<file path="src/rtl/control_unit_if.sv">
`default_nettype none
// ============================================================================
// Module  : control_unit_if
// Purpose : Instruction fields in, datapath control strobes out, for the
//           multicycle RV64 control unit.
// Rev     : 1.0 - initial release
// ============================================================================
interface control_unit_if #(
    parameter int CNT_W = 32
);
    logic             run;
    logic [6:0]       opcode;
    logic [2:0]       funct3;
    logic             funct7_5;
    logic             sub;
    logic             WE_RF;
    logic             WE_MEM;
    logic [1:0]       RF_din_sel;
    logic             ULA_din2_sel;
    logic             load_pc;
    logic             reset_pc;
    logic             pc_next_sel;
    logic             pc_adder_sel;
    logic             illegal;
    logic [CNT_W-1:0] retired;

    // The control unit is the master and drives the controls.
    modport master (
        input  run, opcode, funct3, funct7_5,
        output sub, WE_RF, WE_MEM, RF_din_sel, ULA_din2_sel, load_pc,
               reset_pc, pc_next_sel, pc_adder_sel, illegal, retired
    );

    // The datapath side supplies the instruction fields.
    modport slave (
        output run, opcode, funct3, funct7_5,
        input  sub, WE_RF, WE_MEM, RF_din_sel, ULA_din2_sel, load_pc,
               reset_pc, pc_next_sel, pc_adder_sel, illegal, retired
    );
endinterface
`default_nettype wire

</file>
<file path="src/rtl/control_unit.sv">
`default_nettype none
// ============================================================================
// Module  : control_unit
// Purpose : Multicycle FETCH/DECODE/EXEC(/MEM/WB) sequencer for the RV64
//           datapath, with run gate, illegal-opcode halt and retire counter.
// Rev     : 1.0 - initial release
// ============================================================================
module control_unit #(
    parameter int CNT_W = 32
) (
    input  wire logic       CLK,
    input  wire logic       RST,
    control_unit_if.master  bus
);

    typedef enum logic [2:0] {
        RST_S  = 3'd0,
        FETCH  = 3'd1,
        DECODE = 3'd2,
        EXEC   = 3'd3,
        MEM    = 3'd4,
        WB     = 3'd5,
        HALT   = 3'd6
    } state_t;

    typedef enum logic [3:0] {
        CL_R, CL_I, CL_LOAD, CL_STORE, CL_BRANCH, CL_JAL, CL_JALR, CL_AUIPC, CL_BAD
    } class_t;

    localparam logic [6:0] c_op_r      = 7'b0110011;
    localparam logic [6:0] c_op_i      = 7'b0010011;
    localparam logic [6:0] c_op_load   = 7'b0000011;
    localparam logic [6:0] c_op_store  = 7'b0100011;
    localparam logic [6:0] c_op_branch = 7'b1100011;
    localparam logic [6:0] c_op_jal    = 7'b1101111;
    localparam logic [6:0] c_op_jalr   = 7'b1100111;
    localparam logic [6:0] c_op_auipc  = 7'b0010111;

    state_t           r_state;
    state_t           w_next;
    class_t           w_class;
    logic [CNT_W-1:0] r_retired;
    logic             w_retire;

    logic             w_sub;
    logic             w_we_rf;
    logic             w_we_mem;
    logic [1:0]       w_rf_din_sel;
    logic             w_din2_sel;
    logic             w_load_pc;
    logic             w_reset_pc;
    logic             w_pc_next_sel;
    logic             w_pc_adder_sel;
    logic             w_illegal;

    always_comb begin
        w_class = CL_BAD;
        case (bus.opcode)
            c_op_r:      w_class = CL_R;
            c_op_i:      w_class = CL_I;
            c_op_load:   w_class = CL_LOAD;
            c_op_store:  w_class = CL_STORE;
            c_op_branch: w_class = CL_BRANCH;
            c_op_jal:    w_class = CL_JAL;
            c_op_jalr:   w_class = CL_JALR;
            c_op_auipc:  w_class = CL_AUIPC;
            default:     w_class = CL_BAD;
        endcase
    end

    always_ff @(posedge CLK) begin
        if (!RST) begin
            r_state   <= RST_S;
            r_retired <= '0;
        end else begin
            r_state <= w_next;
            if (w_retire) begin
                r_retired <= r_retired + 1'b1;
            end
        end
    end

    always_comb begin
        w_next         = r_state;
        w_sub          = 1'b0;
        w_we_rf        = 1'b0;
        w_we_mem       = 1'b0;
        w_rf_din_sel   = 2'b00;
        w_din2_sel     = 1'b0;
        w_load_pc      = 1'b0;
        w_reset_pc     = 1'b0;
        w_pc_next_sel  = 1'b0;
        w_pc_adder_sel = 1'b0;
        w_illegal      = 1'b0;

        // ALU operand steering must stay stable from decode through memory access.
        if (r_state == DECODE || r_state == EXEC || r_state == MEM) begin
            w_din2_sel = (w_class == CL_I) || (w_class == CL_LOAD) ||
                         (w_class == CL_STORE) || (w_class == CL_JALR);
            w_sub      = (w_class == CL_BRANCH) ||
                         ((w_class == CL_R) && (bus.funct3 == 3'b000) && bus.funct7_5);
        end

        case (r_state)
            RST_S: begin
                w_reset_pc = 1'b1;
                w_next     = FETCH;
            end
            FETCH: begin
                if (bus.run) begin
                    w_next = DECODE;
                end
            end
            DECODE: begin
                w_next = (w_class == CL_BAD) ? HALT : EXEC;
            end
            EXEC: begin
                w_next    = FETCH;
                w_load_pc = 1'b1;
                case (w_class)
                    CL_R, CL_I: begin
                        w_we_rf      = 1'b1;
                        w_rf_din_sel = 2'b01;
                    end
                    CL_AUIPC: begin
                        w_we_rf      = 1'b1;
                        w_rf_din_sel = 2'b11;
                    end
                    CL_STORE: begin
                        w_we_mem = 1'b1;
                    end
                    CL_BRANCH: begin
                        w_pc_next_sel = 1'b1;
                    end
                    CL_JAL: begin
                        w_pc_next_sel = 1'b1;
                        w_next        = WB;
                    end
                    CL_JALR: begin
                        w_pc_next_sel  = 1'b1;
                        w_pc_adder_sel = 1'b1;
                        w_next         = WB;
                    end
                    CL_LOAD: begin
                        w_load_pc = 1'b0;
                        w_next    = MEM;
                    end
                    default: begin
                        w_load_pc = 1'b0;
                        w_next    = HALT;
                    end
                endcase
            end
            MEM: begin
                w_we_rf      = 1'b1;
                w_rf_din_sel = 2'b00;
                w_load_pc    = 1'b1;
                w_next       = FETCH;
            end
            WB: begin
                // PC already advanced in EXEC; the link value is the registered old PC+4.
                w_we_rf      = 1'b1;
                w_rf_din_sel = 2'b10;
                w_next       = FETCH;
            end
            HALT: begin
                w_illegal = 1'b1;
            end
            default: begin
                w_next = RST_S;
            end
        endcase
    end

    assign w_retire = (r_state == EXEC) &&
                      ((w_next == FETCH) || (w_next == MEM) || (w_next == WB));

    assign bus.sub          = w_sub;
    assign bus.WE_RF        = w_we_rf;
    assign bus.WE_MEM       = w_we_mem;
    assign bus.RF_din_sel   = w_rf_din_sel;
    assign bus.ULA_din2_sel = w_din2_sel;
    assign bus.load_pc      = w_load_pc;
    assign bus.reset_pc     = w_reset_pc;
    assign bus.pc_next_sel  = w_pc_next_sel;
    assign bus.pc_adder_sel = w_pc_adder_sel;
    assign bus.illegal      = w_illegal;
    assign bus.retired      = r_retired;

endmodule
`default_nettype wire

</file>
<file path="src/flat_wrapper.sv">
// flat-port wrapper written by rule: the top's interface ports become plain ports
module control_unit_flat 
#(
    parameter int CNT_W = 32
)
  (CLK, RST, bus_run, bus_opcode, bus_funct3, bus_funct7_5, bus_sub, bus_WE_RF, bus_WE_MEM, bus_RF_din_sel, bus_ULA_din2_sel, bus_load_pc, bus_reset_pc, bus_pc_next_sel, bus_pc_adder_sel, bus_illegal, bus_retired);
  control_unit_if #(.CNT_W(CNT_W)) bus_i ();
  input  wire logic CLK;
  input  wire logic RST;
  input wire logic [$bits(bus_i.run)-1:0] bus_run;
  input wire logic [$bits(bus_i.opcode)-1:0] bus_opcode;
  input wire logic [$bits(bus_i.funct3)-1:0] bus_funct3;
  input wire logic [$bits(bus_i.funct7_5)-1:0] bus_funct7_5;
  output wire logic [$bits(bus_i.sub)-1:0] bus_sub;
  output wire logic [$bits(bus_i.WE_RF)-1:0] bus_WE_RF;
  output wire logic [$bits(bus_i.WE_MEM)-1:0] bus_WE_MEM;
  output wire logic [$bits(bus_i.RF_din_sel)-1:0] bus_RF_din_sel;
  output wire logic [$bits(bus_i.ULA_din2_sel)-1:0] bus_ULA_din2_sel;
  output wire logic [$bits(bus_i.load_pc)-1:0] bus_load_pc;
  output wire logic [$bits(bus_i.reset_pc)-1:0] bus_reset_pc;
  output wire logic [$bits(bus_i.pc_next_sel)-1:0] bus_pc_next_sel;
  output wire logic [$bits(bus_i.pc_adder_sel)-1:0] bus_pc_adder_sel;
  output wire logic [$bits(bus_i.illegal)-1:0] bus_illegal;
  output wire logic [$bits(bus_i.retired)-1:0] bus_retired;
  assign bus_i.run = bus_run;
  assign bus_i.opcode = bus_opcode;
  assign bus_i.funct3 = bus_funct3;
  assign bus_i.funct7_5 = bus_funct7_5;
  assign bus_sub = bus_i.sub;
  assign bus_WE_RF = bus_i.WE_RF;
  assign bus_WE_MEM = bus_i.WE_MEM;
  assign bus_RF_din_sel = bus_i.RF_din_sel;
  assign bus_ULA_din2_sel = bus_i.ULA_din2_sel;
  assign bus_load_pc = bus_i.load_pc;
  assign bus_reset_pc = bus_i.reset_pc;
  assign bus_pc_next_sel = bus_i.pc_next_sel;
  assign bus_pc_adder_sel = bus_i.pc_adder_sel;
  assign bus_illegal = bus_i.illegal;
  assign bus_retired = bus_i.retired;
  control_unit #(.CNT_W(CNT_W)) u_core (.CLK(CLK), .RST(RST), .bus(bus_i));
endmodule
</file>
<file path="config.mk">
export PLATFORM = sky130hd
export DESIGN_NAME = control_unit_flat
export DESIGN_NICKNAME = d
export VERILOG_FILES = /design/src/rtl/control_unit_if.sv /design/src/rtl/control_unit.sv /design/src/flat_wrapper.sv
export SDC_FILE = /design/constraint.sdc
export NUM_CORES = 1
export LEC_CHECK = 0
export CELL_PAD_IN_SITES_DETAIL_PLACEMENT = 1
export CELL_PAD_IN_SITES_GLOBAL_PLACEMENT = 1
export CORE_ASPECT_RATIO = 2
export CORE_MARGIN = 10
export CORE_UTILIZATION = 40
export CTS_BUF_LIST = sky130_fd_sc_hd__clkbuf_4 sky130_fd_sc_hd__clkbuf_8
export CTS_CLUSTER_SIZE = 25
export DETAILED_ROUTE_END_ITERATION = 12
export PLACE_DENSITY = 0.92
export RECOVER_POWER = 50
export SKIP_CTS_REPAIR_TIMING = 1
export SLEW_MARGIN = 0
export SYNTH_ARGS = -nofsm -noshare
export SYNTH_HDL_FRONTEND = slang
export SYNTH_SLANG_ARGS = --single-unit
</file>
<file path="constraint.sdc">
create_clock -name CLK -period 4.1 [get_ports CLK]
set_input_delay 0.82 -clock CLK [delete_from_list [all_inputs] [get_ports CLK]]
set_output_delay 0.82 -clock CLK [all_outputs]
set_load 0.005 [all_outputs]
</file>
Yosys cells after proc, flatten, opt, wreduce, memory -nomap -nowiden
Index checks and enable logic that the tools add are counted.

storage, ports and cells
  bits in registers = 35
  bits in latches = 0
  RAM bits = 0
  ROM bits = 0
  input bits = 14
  logic and storage cells = 71
  memories kept = 0

cells by class
  $add $sub $neg = 1
  $mul = 0
  divide/modulo/power cells = 0
  order comparisons = 0
  eq/ne operators = 25
  shift-type cells = 0
  mux-type cells = 21
  bitwise operators = 0
  reduce and logical (&&, ||, !) cells = 22

operator list
  operator                                       count
  adder 32 x 1 -> 32 bit, second input constant  1
  one-hot mux 4 bit (8 select lines)             1
  == test 7 bit, second input constant           3
  == test 4 x 3 -> 1 bit, second input constant  4
  == test 3 bit, second input constant           5
  one-hot mux 3 bit (5 select lines)             1
  == test 7 x 5 -> 1 bit, second input constant  2
  == test 7 x 6 -> 1 bit, second input constant  2
  two-way mux 1 bit                              12
  one-hot mux 3 bit (3 select lines)             1
  OR reduction 3 bit                             3
  == test 4 x 2 -> 1 bit, second input constant  2
  logical OR 1 bit                               8
  one-hot mux 2 bit (2 select lines)             2
  == test 7 x 2 -> 1 bit, second input constant  1
  OR reduction 7 bit                             1
  == test 3 x 1 -> 1 bit, second input constant  2
  == test 3 x 2 -> 1 bit, second input constant  2
  logical NOT 3 bit                              2
  two-way mux 3 bit                              2
  OR reduction 2 bit                             3
  OR reduction 5 bit                             1
  == test 4 x 1 -> 1 bit, second input constant  1
  == test 4 bit, second input constant           1
  3 further kinds                                6

Depth between registers and ports, before layout
Gate-level depths: netlist (run 1).

  depth in word-level cells = 10
  depth in mapped cells = 8

Worst setup path after synthesis (run 1)
OpenSTA, ideal clock, no wires.

  path type = input port to output port
  from = input port bus_opcode[6]
  to = output port bus_pc_adder_sel
  data arrival time = 2.112 ns
  data required time = 3.280 ns
  setup slack = 1.168 ns
  stages on the path = 6
  path buffers = 1
  cells stage by stage = clkbuf_1 > and3b_1 > a31oi_1 > o21ai_0 > nand3_1 > a2111oi_0

between the ends
  word-level cells in the longest chain between the ends = 5
  elaborated cells on any way between the ends = 12
  classes of those cells = eq/ne: 9; mux: 3

RTL lines
  item                                            line                 text
  from (decl)                                     flat_wrapper.sv:11   input wire logic [$bits(bus_i.opcode)-1:0] bus_opcode;
  == test 7 x 5 -> 1 bit (tied with other cells)  control_unit.sv:58   case (bus.opcode)
  one-hot mux 4 bit (8 select lines) (*)          control_unit.sv:58
  == test 4 x 3 -> 1 bit (*)                      control_unit.sv:120  case (w_class)
  two-way mux 1 bit (*)                           control_unit.sv:120
  two-way mux 1 bit (*)                           control_unit.sv:104  case (r_state)
  to (decl)                                       flat_wrapper.sv:22   output wire logic [$bits(bus_i.pc_adder_sel)-1:0] bus_pc_adder_sel;

Every way passes the cells marked *; elsewhere a longest branch is shown, timed or not.

Worst setup path in the final report (run 1)
Ends and elaborated chain as after synthesis.

==> flow_summary.ini, run 1 <==
[status]
status = complete, no violations

[timing]
max_freq_mhz = 257.6
maxSlewHeadroom = 0.3186
finalMaxSlewViolations = 0
finalCritPeriodShare = 0.9467
finalSetupViolCount = 0
fin_skew_ns = 0.01080
finalHoldViolCount = 0
fin_crit_ns = 3.881
rsz0062_at_grt = no
worst_slew_pin_slew_ns = 1.022
fin_tns_setup_ns = 0
whs_ns = 0.4909

[worst_hold_path]
hold_path.class = flop to flop

[synth]
avgSynthCellArea_sq_um = 8.446
synth_top_family_by_area = simple AND/OR/NAND/NOR gates
syn_area_sq_um = 2263
synth_compound_area_frac = 0.2095
synthesis.nets = 283
yosys.area_share.simple = 0.3273
synthCells = 268
synthArstFlopShare = 0
synth_edf_count = 0
synth_ff_type = dfxtp_1
synthMuxAreaShare = 0.02211
ys_seq_area_frac = 0.3096
synth_adder_area_share = 0.005528
ys_ff_latch = 35
synth_xor_area_frac = 0.06578
yosysUniqueCellTypes = 49
synth.yosys.warnings = 0

[placed_design]
hpwl_microns = 5892
routabilityCongestion = 0.8647
portBuffers = 56

[clock_tree]
cts_buffers = 5
clock_sinks = 35
cts_buffer_depth = 2
h-tree-depth = 2
clk_pin_slew_ns = 0.07
cts_root_buf = clkbuf_8
cts_tree = done
insertion_delay_ns = 0.30

[floorplan]
start_util = 0.4140
ios = 57
chipWidth_microns = 73.19
die_height_microns = 126.4
fp-row-count = 38
core-area_sq_um = 5468
design.die.area_sq_um = 9250

[grt]
grtUsageTotal = 0.1696
grt_pass1_vias = 2593
overflow = 0
grt_start_max_net_pins = 42
grt_pass1_wl_microns = 12790
antenna_found_initial = 0

[final_layout]
syn2layout_area_growth_pct = 31.07
nets = 335
drive_above_1_share = 0.08100
layout_commonest_cell = dfxtp_1
layout_common_cells = dfxtp_1, dlygate4sd3_1, nand2_1, clkdlybuf4s50_1, and2_1
num_antenna_cells = 0

[setup_path]
cp.arrival_ns = 3.06
cp-end-kind = primary output
critical_path_class = input port to primary output
crit_fanout = 3
reg2reg_slack_ns = 1.69
cp.required_ns = 3.28
cp-start-kind = input port

[pwr]
vdd_drop_max_v = 0.0002622
p_leak_uw = 0.001213
p_per_area_nw_per_um2 = 264.6

[detailed_routing]
ant_nets = 0
via_per_inst = 6.076
wl_per_cell_microns = 20.13
first_iter_violations = 134
remaining_drc_errors = 0
firstDrtPassIters = 4
routed_wirelength_microns = 7670
num_vias = 2315

[flow_run]
max-cap-violations = 0
[cell usage after synthesis (all sizes together), types with 5 or more instances]
master,count,share of area
a2111oi,13,0.067
a211oi,5,0.017
a21boi,9,0.030
and2,20,0.055
and4,8,0.031
buf,14,0.038
clkbuf,7,0.012
dfxtp,35,0.31
inv,6,0.0099
mux2i,5,0.022
nand2,24,0.040
nand2b,10,0.031
nand3,11,0.024
nand4,12,0.043
nor2,8,0.013
nor2b,5,0.014
nor3,7,0.015
o21ai,7,0.015
o31ai,7,0.023
or3,6,0.017
xor2,14,0.054
[final cells by class]
| class | instances | area [sq um] |
|---|---|---|
| clock inverter | 2 | 35.03 |
| sequential | 35 | 700.7 |
| fill | 628 | 2501 |
| clock buffer | 6 | 82.58 |
| timing repair buffer | 66 | 630.6 |
| multi-input combinational | 206 | 1420 |
| inverter | 6 | 22.52 |
| tap | 60 | 75.07 |
[final timing paths]
check	to	start	depth (start not counted)
worst max-delay path	bus_pc_adder_sel	bus_opcode[6]	7
worst min-delay path	u_core.bus.retired[29]	u_core.bus.retired[29]	2
worst max register to register	u_core.bus.retired[30]	u_core.r_state[0]	6
worst min register to register	u_core.bus.retired[29]	u_core.bus.retired[29]	2
[cell families (layout without fill, tap and decap cells)]
family	Yosys count	count (layout)
DFF	35	35
AOI/OAI and AO/OA	59	59
and+or+nand+nor	124	124
adders and majority gates	1	1
buffers and inverters	27	80
xor gates and xnor gates	17	17
muxes	5	5
[worst max-delay path, cell delays in order]
cell	delay, ns
clkdlybuf4s50_1	0.50
and3b_1	0.21
a31oi_1	0.06
o21ai_0	0.31
nand3_1	0.17
a2111oi_0	0.40
clkdlybuf4s50_1	0.58
[per-stage QoR]
stage                     setup WS, ns  power, uW  instances    util  cell area [sq um]
after global routing           0.09158      811.7        381  0.5426               2967
after detailed placement        0.1458      458.8        373  0.5231               2860
final                           0.2187      785.0        381  0.5426               2967
after CTS                       0.1115      790.4        381  0.5446               2978
after global placement          0.2000      454.7        373  0.5231               2860
after floorplan                  1.168      413.6        268       -               2263
[state kept, by name, indices dropped and copies added (netlist names)]
register	count
u_core.bus.retired	32
u_core.r_state	3
[power breakdown]
part           total [uW]  switching [uW]  internal [uW]
clock                 335             138            197
sequential            355            10.4            344
combinational        95.7            52.7           43.1
[metal layers]
metal	track usage	routed length, microns
met2	0.3060	4210
met4	0.1191	416
met1	0.1575	2707
met3	0.03825	336
met5	0	0
No activity file was read; power rests on OpenSTA's default activity.
==> inputs of run 2 (changes only) <==
ABC_AREA = 1   (was unset)
CORE_UTILIZATION = 38   (was 40)
PLACE_DENSITY = 0.93   (was 0.92)
==> run 2 against run 1 <==
Against the previous run:
- global-route usage grew 2.1 points
- sequential cell count is the same
- clock power shrank 12%
- power shrank 8.7%
- via count grew 34%
- utilization shrank 4.9 points
- fmax grew 1.5%
- critical path type unchanged
- largest cell class unchanged
- largest power group unchanged
- highest routed layer unchanged
==> flow_summary.ini, run 2 <==
[timing]
fin_crit_ns = 3.825
finalSetupViolCount = 0
max_freq_mhz = 261.5
worst_slew_pin_slew_ns = 1.023
fin_skew_ns = 0.006286
finalCritPeriodShare = 0.9329
finalHoldViolCount = 0
finalMaxSlewViolations = 0
rsz0062_at_grt = no
fin_tns_setup_ns = 0
maxSlewHeadroom = 0.3173

[clock_tree]
clk_pin_slew_ns = 0.07
clock_sinks = 35
insertion_delay_ns = 0.30
cts_buffers = 5
h-tree-depth = 2
cts_root_buf = clkbuf_8
cts_tree = done
cts_buffer_depth = 2

[final_layout]
largest_register_ffs = 32
layout_commonest_cell = nand2_1
syn2layout_area_growth_pct = 26.08
drive_above_1_share = 0.05731
num_antenna_cells = 0
nets = 520
layout_common_cells = nand2_1, nor2_1, nand3_1, inv_1, dfxtp_1
finish.utilization = 0.4940

[setup_path]
cp-start-kind = input port
path_delay_family = buffers and inverters
cp.required_ns = 3.28
cp-end-kind = primary output
crit_buf_inv = 4
critical_path_class = input port to primary output
path_cells = dlygate4sd3_1, inv_1, nand3_1, inv_1, nand2_1, nand3_4, nand2_8, o21ai_0, clkdlybuf4s50_1
cpMaxStageDelayCell = dlygate4sd3_1
crit_fanout = 33
crit_path_max_incr_delay_ns = 0.62
cp.arrival_ns = 3.00
path_common_cell = inv_1

[grt]
grtUsageTotal = 0.1904
grt_pass1_vias = 3423
antenna_found_initial = 0
grt_start_max_net_pins = 34
grt_pass1_wl_microns = 16330
overflow = 0

[pwr]
p_leak_uw = 0.001270
vdd_drop_max_v = 0.0002080
p_per_area_nw_per_um2 = 217.4

[placed_design]
routabilityCongestion = 0.8673
hpwl_microns = 7762
portBuffers = 56

[synth]
avgSynthCellArea_sq_um = 5.785
synthesis.nets = 467
ys_seq_area_frac = 0.2679
syn_area_sq_um = 2615
synthArstFlopShare = 0
synth_ff_type = dfxtp_1
synth_edf_count = 0
synth_top_area_share = 0.2679
synthCells = 452
ys_ff_latch = 35
yosysUniqueCellTypes = 27
synth_most_common_cell = nand2_1
yosysTopAreaCell = dfxtp_1
synth_area_leaders = dfxtp_1, nand2_1, nor2_1, nand3_1, inv_1
synth.yosys.warnings = 0
synth_common_cells = nand2_1, nor2_1, inv_1, nand3_1, dfxtp_1

[detailed_routing]
routed_wirelength_microns = 9791
wl_per_cell_microns = 16.48
first_iter_violations = 119
ant_nets = 0
via_per_inst = 5.232
num_vias = 3108
remaining_drc_errors = 0
firstDrtPassIters = 4

[status]
status = complete, no violations

[floorplan]
start_util = 0.3918
die_height_microns = 137.3
fp-row-count = 42
core-area_sq_um = 6674
chipWidth_microns = 78.66
design.die.area_sq_um = 10800
ios = 57

[worst_hold_path]
hold_path.class = flop to flop

[flow_run]
max-cap-violations = 0
-- run 2: cell types whose count changed after synthesis, sizes merged, moves of 13 or more --
cell,delta
nand2,+152
nor2,+73
inv,+36
nand3,+30
a21oi,+27
and2,-19
a2111oi,-13
-- run 2: cell type report --
class | count | area [sq um]
Fill cell | 973 | 3377
Clock buffer | 8 | 103.9
Multi-Input combinational cell | 364 | 1655
Timing Repair Buffer | 57 | 564.3
Inverter | 42 | 162.7
Sequential cell | 35 | 700.7
Tap cell | 88 | 110.1
-- run 2: metrics by stage --
stage	instance area [sq um]	total power, uW	std cells	hold WS [ns]	worst slack, ns
6_report	3297	716.6	594	0.5067	0.2753
5_1_grt	3297	739.9	594	0.5513	0.06444
4_1_cts	3308	723.9	594	0.5074	0.2813
3_5_place_dp	3204	432.2	586	0.4945	0.3105
3_3_place_gp	3204	429.7	586	0.4821	0.4461
2_1_floorplan	2615	396.6	452	0.4843	1.547
-- run 2: logic make-up after synthesis --
group,share of synthesized area
and+or+nand+nor,0.4962
adders and majority gates,0.004784
AOI/OAI and AO/OA,0.08469
xor gates and xnor gates,0.05024
buffers and inverters,0.09617
DFF,0.2679
-- run 2: per-layer routing --
layer	routed length [microns]	global-route usage	up-vias
met2	5407	0.3764	91
met3	447	0.04243	35
li1	-	-	1515
met1	3345	0.1594	1467
met5	0	0	-
met4	590	0.1313	0
-- run 2: final timing paths --
check / from / end / slack, ns / cells past startpoint
worst min-delay path: u_core.bus.retired[31] / u_core.bus.retired[31] / 0.51 / 2
worst max-delay path: bus_opcode[4] / bus_load_pc / 0.28 / 9
worst max register to register: u_core.bus.retired[0] / u_core.bus.retired[28] / 2.09 / 8
worst min register to register: u_core.bus.retired[31] / u_core.bus.retired[31] / 0.51 / 2
-- run 2: worst reg2reg max path, delay by kind of cell (launching register included) --
family,cells,cell delay (ns)
and+or+nand+nor,6,0.97
DFF,1,0.48
adders and majority gates,1,0.34
AOI/OAI and AO/OA,1,0.06
-- run 2: power breakdown --
part | internal, uW | leakage (uW) | switching, uW
Combinational | 30.7 | 0.000933 | 42.2
Sequential | 344 | 0.000282 | 6.11
Clock | 160 | 0.0000549 | 134
